==> src/rtl/jk_flipflop_using_sr.sv <==
`default_nettype none
// ============================================================================
// Module      : jk_flipflop_using_sr
// Description : WIDTH-bit register of JK flip-flops, each bit built from an
//               SR flip-flop core fed by JK-to-SR excitation logic
//               (S = J & ~Q, R = K & Q). Adds a clock enable, a saturating
//               toggle-event counter and a sticky SR-conflict status flag.
// Revision    : 1.0 - initial release
// ============================================================================
module jk_flipflop_using_sr #(
  parameter int WIDTH = 4,
  parameter int CNT_W = 8
) (
  input  logic             clock,
  input  logic             rst,
  input  logic             en,
  input  logic [WIDTH-1:0] j,
  input  logic [WIDTH-1:0] k,
  input  logic             cnt_clr,
  output logic [WIDTH-1:0] q,
  output logic [WIDTH-1:0] q_bar,
  output logic [CNT_W-1:0] toggle_cnt,
  output logic             cnt_sat,
  output logic             sr_conflict
);

  // Width of a per-cycle toggle count (0..WIDTH inclusive).
  localparam int c_TOG_W = $clog2(WIDTH + 1);
  // Sum is wide enough that counter + toggles can never wrap.
  localparam int c_SUM_W = CNT_W + $clog2(WIDTH) + 1;
  localparam logic [CNT_W-1:0] c_CNT_MAX = {CNT_W{1'b1}};

  logic [WIDTH-1:0]   w_q;
  logic [WIDTH-1:0]   w_s;
  logic [WIDTH-1:0]   w_r;
  logic [WIDTH-1:0]   w_tog_mask;
  logic [c_TOG_W-1:0] w_toggles_now;
  logic [c_SUM_W-1:0] w_cnt_sum;
  logic               w_cnt_hit_max;
  logic               w_conflict_now;

  logic [CNT_W-1:0]   r_cnt;
  logic               r_cnt_sat;
  logic               r_sr_conflict;

  // JK-to-SR excitation: a set is only requested while the bit is low and a
  // reset only while it is high, so S and R are mutually exclusive.
  assign w_s = {WIDTH{en}} & j & ~w_q;
  assign w_r = {WIDTH{en}} & k &  w_q;

  // One SR flip-flop per bit; S=R=1 holds the bit (flagged separately).
  for (genvar gi = 0; gi < WIDTH; gi++) begin : g_bit
    logic r_bit;

    // SR core state update with asynchronous active-low reset.
    always_ff @(posedge clock or negedge rst) begin
      if (!rst) begin
        r_bit <= 1'b0;
      end else begin
        case ({w_s[gi], w_r[gi]})
          2'b10:   r_bit <= 1'b1;
          2'b01:   r_bit <= 1'b0;
          default: r_bit <= r_bit;
        endcase
      end
    end

    assign w_q[gi] = r_bit;
  end

  // Bits that toggle this cycle: enabled with both J and K high.
  assign w_tog_mask = {WIDTH{en}} & j & k;

  // Population count of the toggling bits.
  always_comb begin
    w_toggles_now = '0;
    for (int i = 0; i < WIDTH; i++) begin
      w_toggles_now = w_toggles_now + c_TOG_W'(w_tog_mask[i]);
    end
  end

  assign w_cnt_sum      = c_SUM_W'(r_cnt) + c_SUM_W'(w_toggles_now);
  assign w_cnt_hit_max  = (w_cnt_sum >= c_SUM_W'(c_CNT_MAX));
  assign w_conflict_now = |(w_s & w_r);

  // Saturating toggle counter; clear takes priority over this cycle's toggles.
  always_ff @(posedge clock or negedge rst) begin
    if (!rst) begin
      r_cnt     <= '0;
      r_cnt_sat <= 1'b0;
    end else if (cnt_clr) begin
      r_cnt     <= '0;
      r_cnt_sat <= 1'b0;
    end else if (w_cnt_hit_max) begin
      r_cnt     <= c_CNT_MAX;
      r_cnt_sat <= 1'b1;
    end else begin
      r_cnt     <= w_cnt_sum[CNT_W-1:0];
    end
  end

  // Sticky SR-conflict flag, cleared only by reset.
  always_ff @(posedge clock or negedge rst) begin
    if (!rst) begin
      r_sr_conflict <= 1'b0;
    end else if (w_conflict_now) begin
      r_sr_conflict <= 1'b1;
    end
  end

  assign q           = w_q;
  assign q_bar       = ~w_q;
  assign toggle_cnt  = r_cnt;
  assign cnt_sat     = r_cnt_sat;
  assign sr_conflict = r_sr_conflict;

endmodule
`default_nettype wire

==> config.mk <==
export PLATFORM = sky130hd
export DESIGN_NAME = jk_flipflop_using_sr
export DESIGN_NICKNAME = d
export VERILOG_FILES = /design/src/rtl/jk_flipflop_using_sr.sv
export SDC_FILE = /design/constraint.sdc
export NUM_CORES = 1
export LEC_CHECK = 0
export ABC_AREA = 1
export BUFFER_PORTS_ARGS = -buffer_cell sky130_fd_sc_hd__clkbuf_2
export CORE_UTILIZATION = 29
export CTS_CLUSTER_SIZE = 25
export DETAILED_ROUTE_END_ITERATION = 16
export SKIP_LAST_GASP = 1
export SYNTH_ARGS = -nofsm -noshare
export SYNTH_HDL_FRONTEND = slang
export SYNTH_SLANG_ARGS = --single-unit
==> constraint.sdc <==
create_clock -name clock -period 4.6 [get_ports clock]
set_clock_uncertainty 0.2 [all_clocks]
set_input_delay 0.23 -clock clock [delete_from_list [all_inputs] [get_ports clock]]
set_output_delay 0.23 -clock clock [all_outputs]
set_load 0.005 [all_outputs]
# After elaboration in Yosys (flattened, before gate mapping)
# Cells that the tools add are included.
# classes
n_addsub	4
n_eq_ne	8
order_cmp	1
reduce_logical	6
n_mux	8
n_bitwise	7
# op_table
cell	n
4-bit AND	6
8-bit 2-to-1 mux	2
2-bit nonzero test	5
8-bit by 3-bit adder with 9-bit output	1
9-bit by 8-bit greater-or-equal comparator with 1-bit output (second input constant)	1
2-bit by 1-bit equality test with 1-bit output (second input constant)	4
2-bit equality test (second input constant)	4
1-bit one-hot mux with 2 select lines	4
4-bit inverter	1
4-bit OR reduction	1
2-bit by 1-bit adder with 3-bit output	1
3-bit by 1-bit adder with 3-bit output	1
1-bit by 1-bit adder with 2-bit output	1
1-bit 2-to-1 mux	2
# word_totals
word_cells	41
ff_bits	14

# Longest topological paths before layout
# depth
word_depth	9
depth_mapped	16
depth_no_buf	15

# Least setup slack after synthesis
# OpenSTA, ideal clock, no wires.
# synth_path
kind	input to register
start	in en
end	reg r_cnt[2], in the netlist toggle_cnt[2]
setup_time_ns	0.113
path_slack_ns	1.786
path_buffers	1
stages	14
t_arrival_ns	2.501
t_required_ns	4.287
cell_sequence	clkbuf_1 > nand3_1 > fa_1 > fa_1 > inv_1 > fa_1 > nand2_1 > nor2_1 > nand3_1 > nor2_2 > nand2_2 > nand3_1 > nand2_1 > inv_1
# synth_between
elab_chain_cells	9
# synth_lines
item	line_no	text
from (decl)	16	input logic en,
4-bit AND (*) (2 in series)	72	assign w_tog_mask = {WIDTH{en}} & j & k;
1-bit by 1-bit adder with 2-bit output	78	w_toggles_now = w_toggles_now + c_TOG_W'(w_tog_mask[i]);
2-bit by 1-bit adder with 3-bit output	78	
3-bit by 1-bit adder with 3-bit output (*)	78	
8-bit by 3-bit adder with 9-bit output (*)	82	assign w_cnt_sum = c_SUM_W'(r_cnt) + c_SUM_W'(w_toggles_now);
9-bit by 8-bit greater-or-equal comparator with 1-bit output	83	assign w_cnt_hit_max = (w_cnt_sum >= c_SUM_W'(c_CNT_MAX));
8-bit 2-to-1 mux (*)	94	end else if (w_cnt_hit_max) begin
8-bit 2-to-1 mux (*)	91	end else if (cnt_clr) begin
to (signal assigned)	95	r_cnt <= c_CNT_MAX;
to (signal assigned)	98	r_cnt <= w_cnt_sum[CNT_W-1:0];
to (decl)	42	logic [CNT_W-1:0] r_cnt;
# Mark *: on every way between the ends. The rest lies on a longest branch, timed or not.
# A chain may end at the register's enable or synchronous reset.

# Worst setup path after layout
# layout_path
start	reg r_cnt[0], in the netlist toggle_cnt[0]
end	reg r_cnt[3], in the netlist toggle_cnt[3]
# layout_between
elab_chain_cells	4
# layout_lines
item	line_no
8-bit by 3-bit adder with 9-bit output (*)	82
9-bit by 8-bit greater-or-equal comparator with 1-bit output	83
8-bit 2-to-1 mux (*)	94
8-bit 2-to-1 mux (*)	91
# Marked as above.

==> run_results.csv <==
group,metric,value,unit
clocking,clockBufferDepth,2,
floorplanning,dieArea,3890,um^2
logic_synthesis,ys_dominant_reg_cell,"dfrtp_1",
logic_synthesis,yosysMostFrequentCell,"nand2_1",
timing,layout_worst_path_cycle_share,59.7,%
critical_path,path_max_fanout,5,
logic_synthesis,syn_area_per_cell,7.24,um^2
floorplanning,die_w,62.4,um
place,post-place-cells,215,
logic_synthesis,yosys_warnings,0,
routing,ant_nets,0,
clocking,clk_latency,0.29,ns
routing,routedWlPerCell,9.53,um
timing,max_freq,364,MHz
clocking,path_clk_slew,0.09,ns
min_path,worst_hold_path_type,"in2reg",
floorplanning,num_io_pins,30,
place,place_congestion,0.854,
global_route,grt-ovfl-total,0,
critical_path,worstSetupPathType,"reg2reg",
critical_path,end_kind,"flip-flop",
floorplanning,start_util,31.0,%
logic_synthesis,yosysTopAreaCellShare,33.1,%
clocking,cts_max_level,1,
logic_synthesis,ys_seq_area_share,33.1,%
timing,min_period,2.75,ns
global_route,grt_max_degree,15,
global_route,antenna_found_initial,0,
place,dp_slack,1.69,ns
logic_synthesis,async_flop_share,100,%
final_layout,drive_gt1_share,22.9,%
global_route,grt_use_total,12.1,%
timing,tns,0,ns
run,drv_cap,0,
floorplanning,core-area,3420,um^2
logic_synthesis,ys_ff_latch,14,
final_layout,fin_util,37.3,%
final_layout,fillCellCount,368,
timing,worst_slew_pin_slew,0.367,ns
status,status,"complete, no violations",
final_layout,multiInputGateArea,546,um^2
clocking,cts_tree,"yes",
timing,slew_headroom,75.5,%
timing,drv_slew,0,
final_layout,fin_nets,200,
routing,drt_iter0_drc,11,
critical_path,critPathArrivalTime,2.78,ns
floorplanning,die_y,62.4,um
clocking,cts_root_buffer,"clkbuf_4",
final_layout,stdcell_count,221,
clocking,cts_buffers,3,
timing,holdWs,0.169,ns
critical_path,cp.required,4.63,ns
pwr,irDropWorstVdd,134,uV
timing,finalSetupViolations,0,
timing,rsz0062_at_grt,"no",
timing,hold_violations,0,
routing,route.detailed.drc,0,
logic_synthesis,yosysUniqueCellTypes,18,
logic_synthesis,synth_common_cells,"36 x nand2_1, 31 x inv_1, 22 x nand3_1",
routing,via_count,946,
logic_synthesis,synth_area,1060,um^2
place,dp_hpwl,1740,um
critical_path,start_kind,"flip-flop",
logic_synthesis,yosysTopAreaCell,"dfrtp_1",
logic_synthesis,synth_area_leaders,"dfrtp_1 33%, nand2_1 13%, inv_1 11%, ha_1 11%, nand3_1 10%",
timing,timing.final.ws_setup,1.85,ns
logic_synthesis,synth_cells,146,
clocking,cts.repair.resized,0,
pwr,leakage,0.782,nW
logic_synthesis,synthesis.nets,170,
pwr,powerDensity,312,nW/um^2
clocking,cts.sinks,14,
global_route,grt_pass1_vias,859,
final_layout,area_growth,20.6,%
routing,routed_wl,2110,um
routing,vias_per_cell,4.28,
final_layout,ff_latch_area,350,um^2
final_layout,diodes,0,
floorplanning,rows,21,
place,portBuffers,29,
global_route,grt_pass1_wl,3720,um
routing,firstDrtPassIters,5,
logic_synthesis,synth_edf_count,0,
[metal layers]
| layer | part of all wire [%] | global-route usage, % | up-vias |
|---|---|---|---|
| met2 | 43 | 18.1 | 21 |
| li1 | - | - | 509 |
| met5 | 0 | 0 | - |
| met3 | 3.4 | 1.28 | 5 |
| met4 | 2.7 | 7.85 | 0 |
| met1 | 50 | 16.4 | 411 |
[through the flow]
stage | area [um^2] | total power [mW]
3_3_place_gp | 1220 | 0.309
5_1_grt | 1270 | 0.438
4_1_cts | 1270 | 0.406
6_report | 1270 | 0.398
3_5_place_dp | 1220 | 0.309
2_1_floorplan | 1060 | 0.268
[cell usage in the layout, fill, tap and decap left out]
master / Yosys / routed
nor2_4: 1 / 1
nand3_1: 22 / 22
inv_2: 1 / 1
nand4_1: 2 / 2
nand2_2: 3 / 3
nand2_1: 36 / 36
nor2_2: 2 / 2
o21bai_1: 1 / 1
a21oi_1: 2 / 2
clkbuf_8: 0 / 1
o21ai_0: 4 / 4
nor3_1: 1 / 1
fa_1: 3 / 3
clkbuf_4: 0 / 3
dlygate4sd3_1: 0 / 2
nor2_1: 8 / 8
dfrtp_1: 14 / 14
clkbuf_2: 0 / 29
inv_1: 31 / 31
ha_1: 9 / 9
[cells by family (layout without fill, tap and decap cells)]
family	after synthesis	in the layout	share of synthesized area, %
fa+ha+maj	12	12	16.3
flops	14	14	33.1
buf+inv	38	67	15.3
compound gates	7	7	3.55
simple gates	75	75	31.7
[final cells by class]
class | count | area share [%]
multi-input cells | 94 | 42.8
flip-flops and latches | 14 | 27.5
repair buffers | 31 | 13.0
inverters | 32 | 9.42
well taps | 46 | 4.51
clock buffers | 4 | 2.85
[final timing paths]
path,start,endpoint,slack (ns),cells after the start
hold / removal,j[3],g_bit[3].r_bit,0.17,4
setup reg to reg,toggle_cnt[0],toggle_cnt[3],1.85,13
min in group asynchronous,rst,toggle_cnt[3],0.18,2
max in group asynchronous,rst,g_bit[2].r_bit,3.76,2
hold reg to reg,sr_conflict,sr_conflict,0.30,2
setup / recovery,toggle_cnt[0],toggle_cnt[3],1.85,13
[flip-flops by register name (all words and copies together), names as in the netlist]
register / flops
toggle_cnt: 8
g_bit.r_bit: 4
cnt_sat: 1
sr_conflict: 1
[critical path, stage by stage, from the launching register on]
cell and delay, ns:
dfrtp_1 0.37, inv_1 0.06, fa_1 0.50, fa_1 0.42, inv_1 0.11, fa_1 0.24, nand2_1 0.11, o21bai_1 0.20
nand3_1 0.10, nor2_2 0.12, nand2_2 0.08, nand3_1 0.08, nand2_1 0.05, inv_1 0.05
[power breakdown]
| part | total, mW | internal [mW] | switching [mW] | leakage (nW) |
|---|---|---|---|---|
| Combinational | 0.138 | 0.0621 | 0.0763 | 0.582 |
| Sequential | 0.167 | 0.147 | 0.0197 | 0.180 |
| Clock | 0.0924 | 0.0482 | 0.0442 | 0.0210 |
| Total | 0.398 | 0.258 | 0.140 | 0.782 |
[what timing repair did]
action	CTS	global route
buffers inserted	0	0
endpoints found under the hold margin	16	0
hold buffers	2	0
No activity file was read; power rests on OpenSTA's default activity.
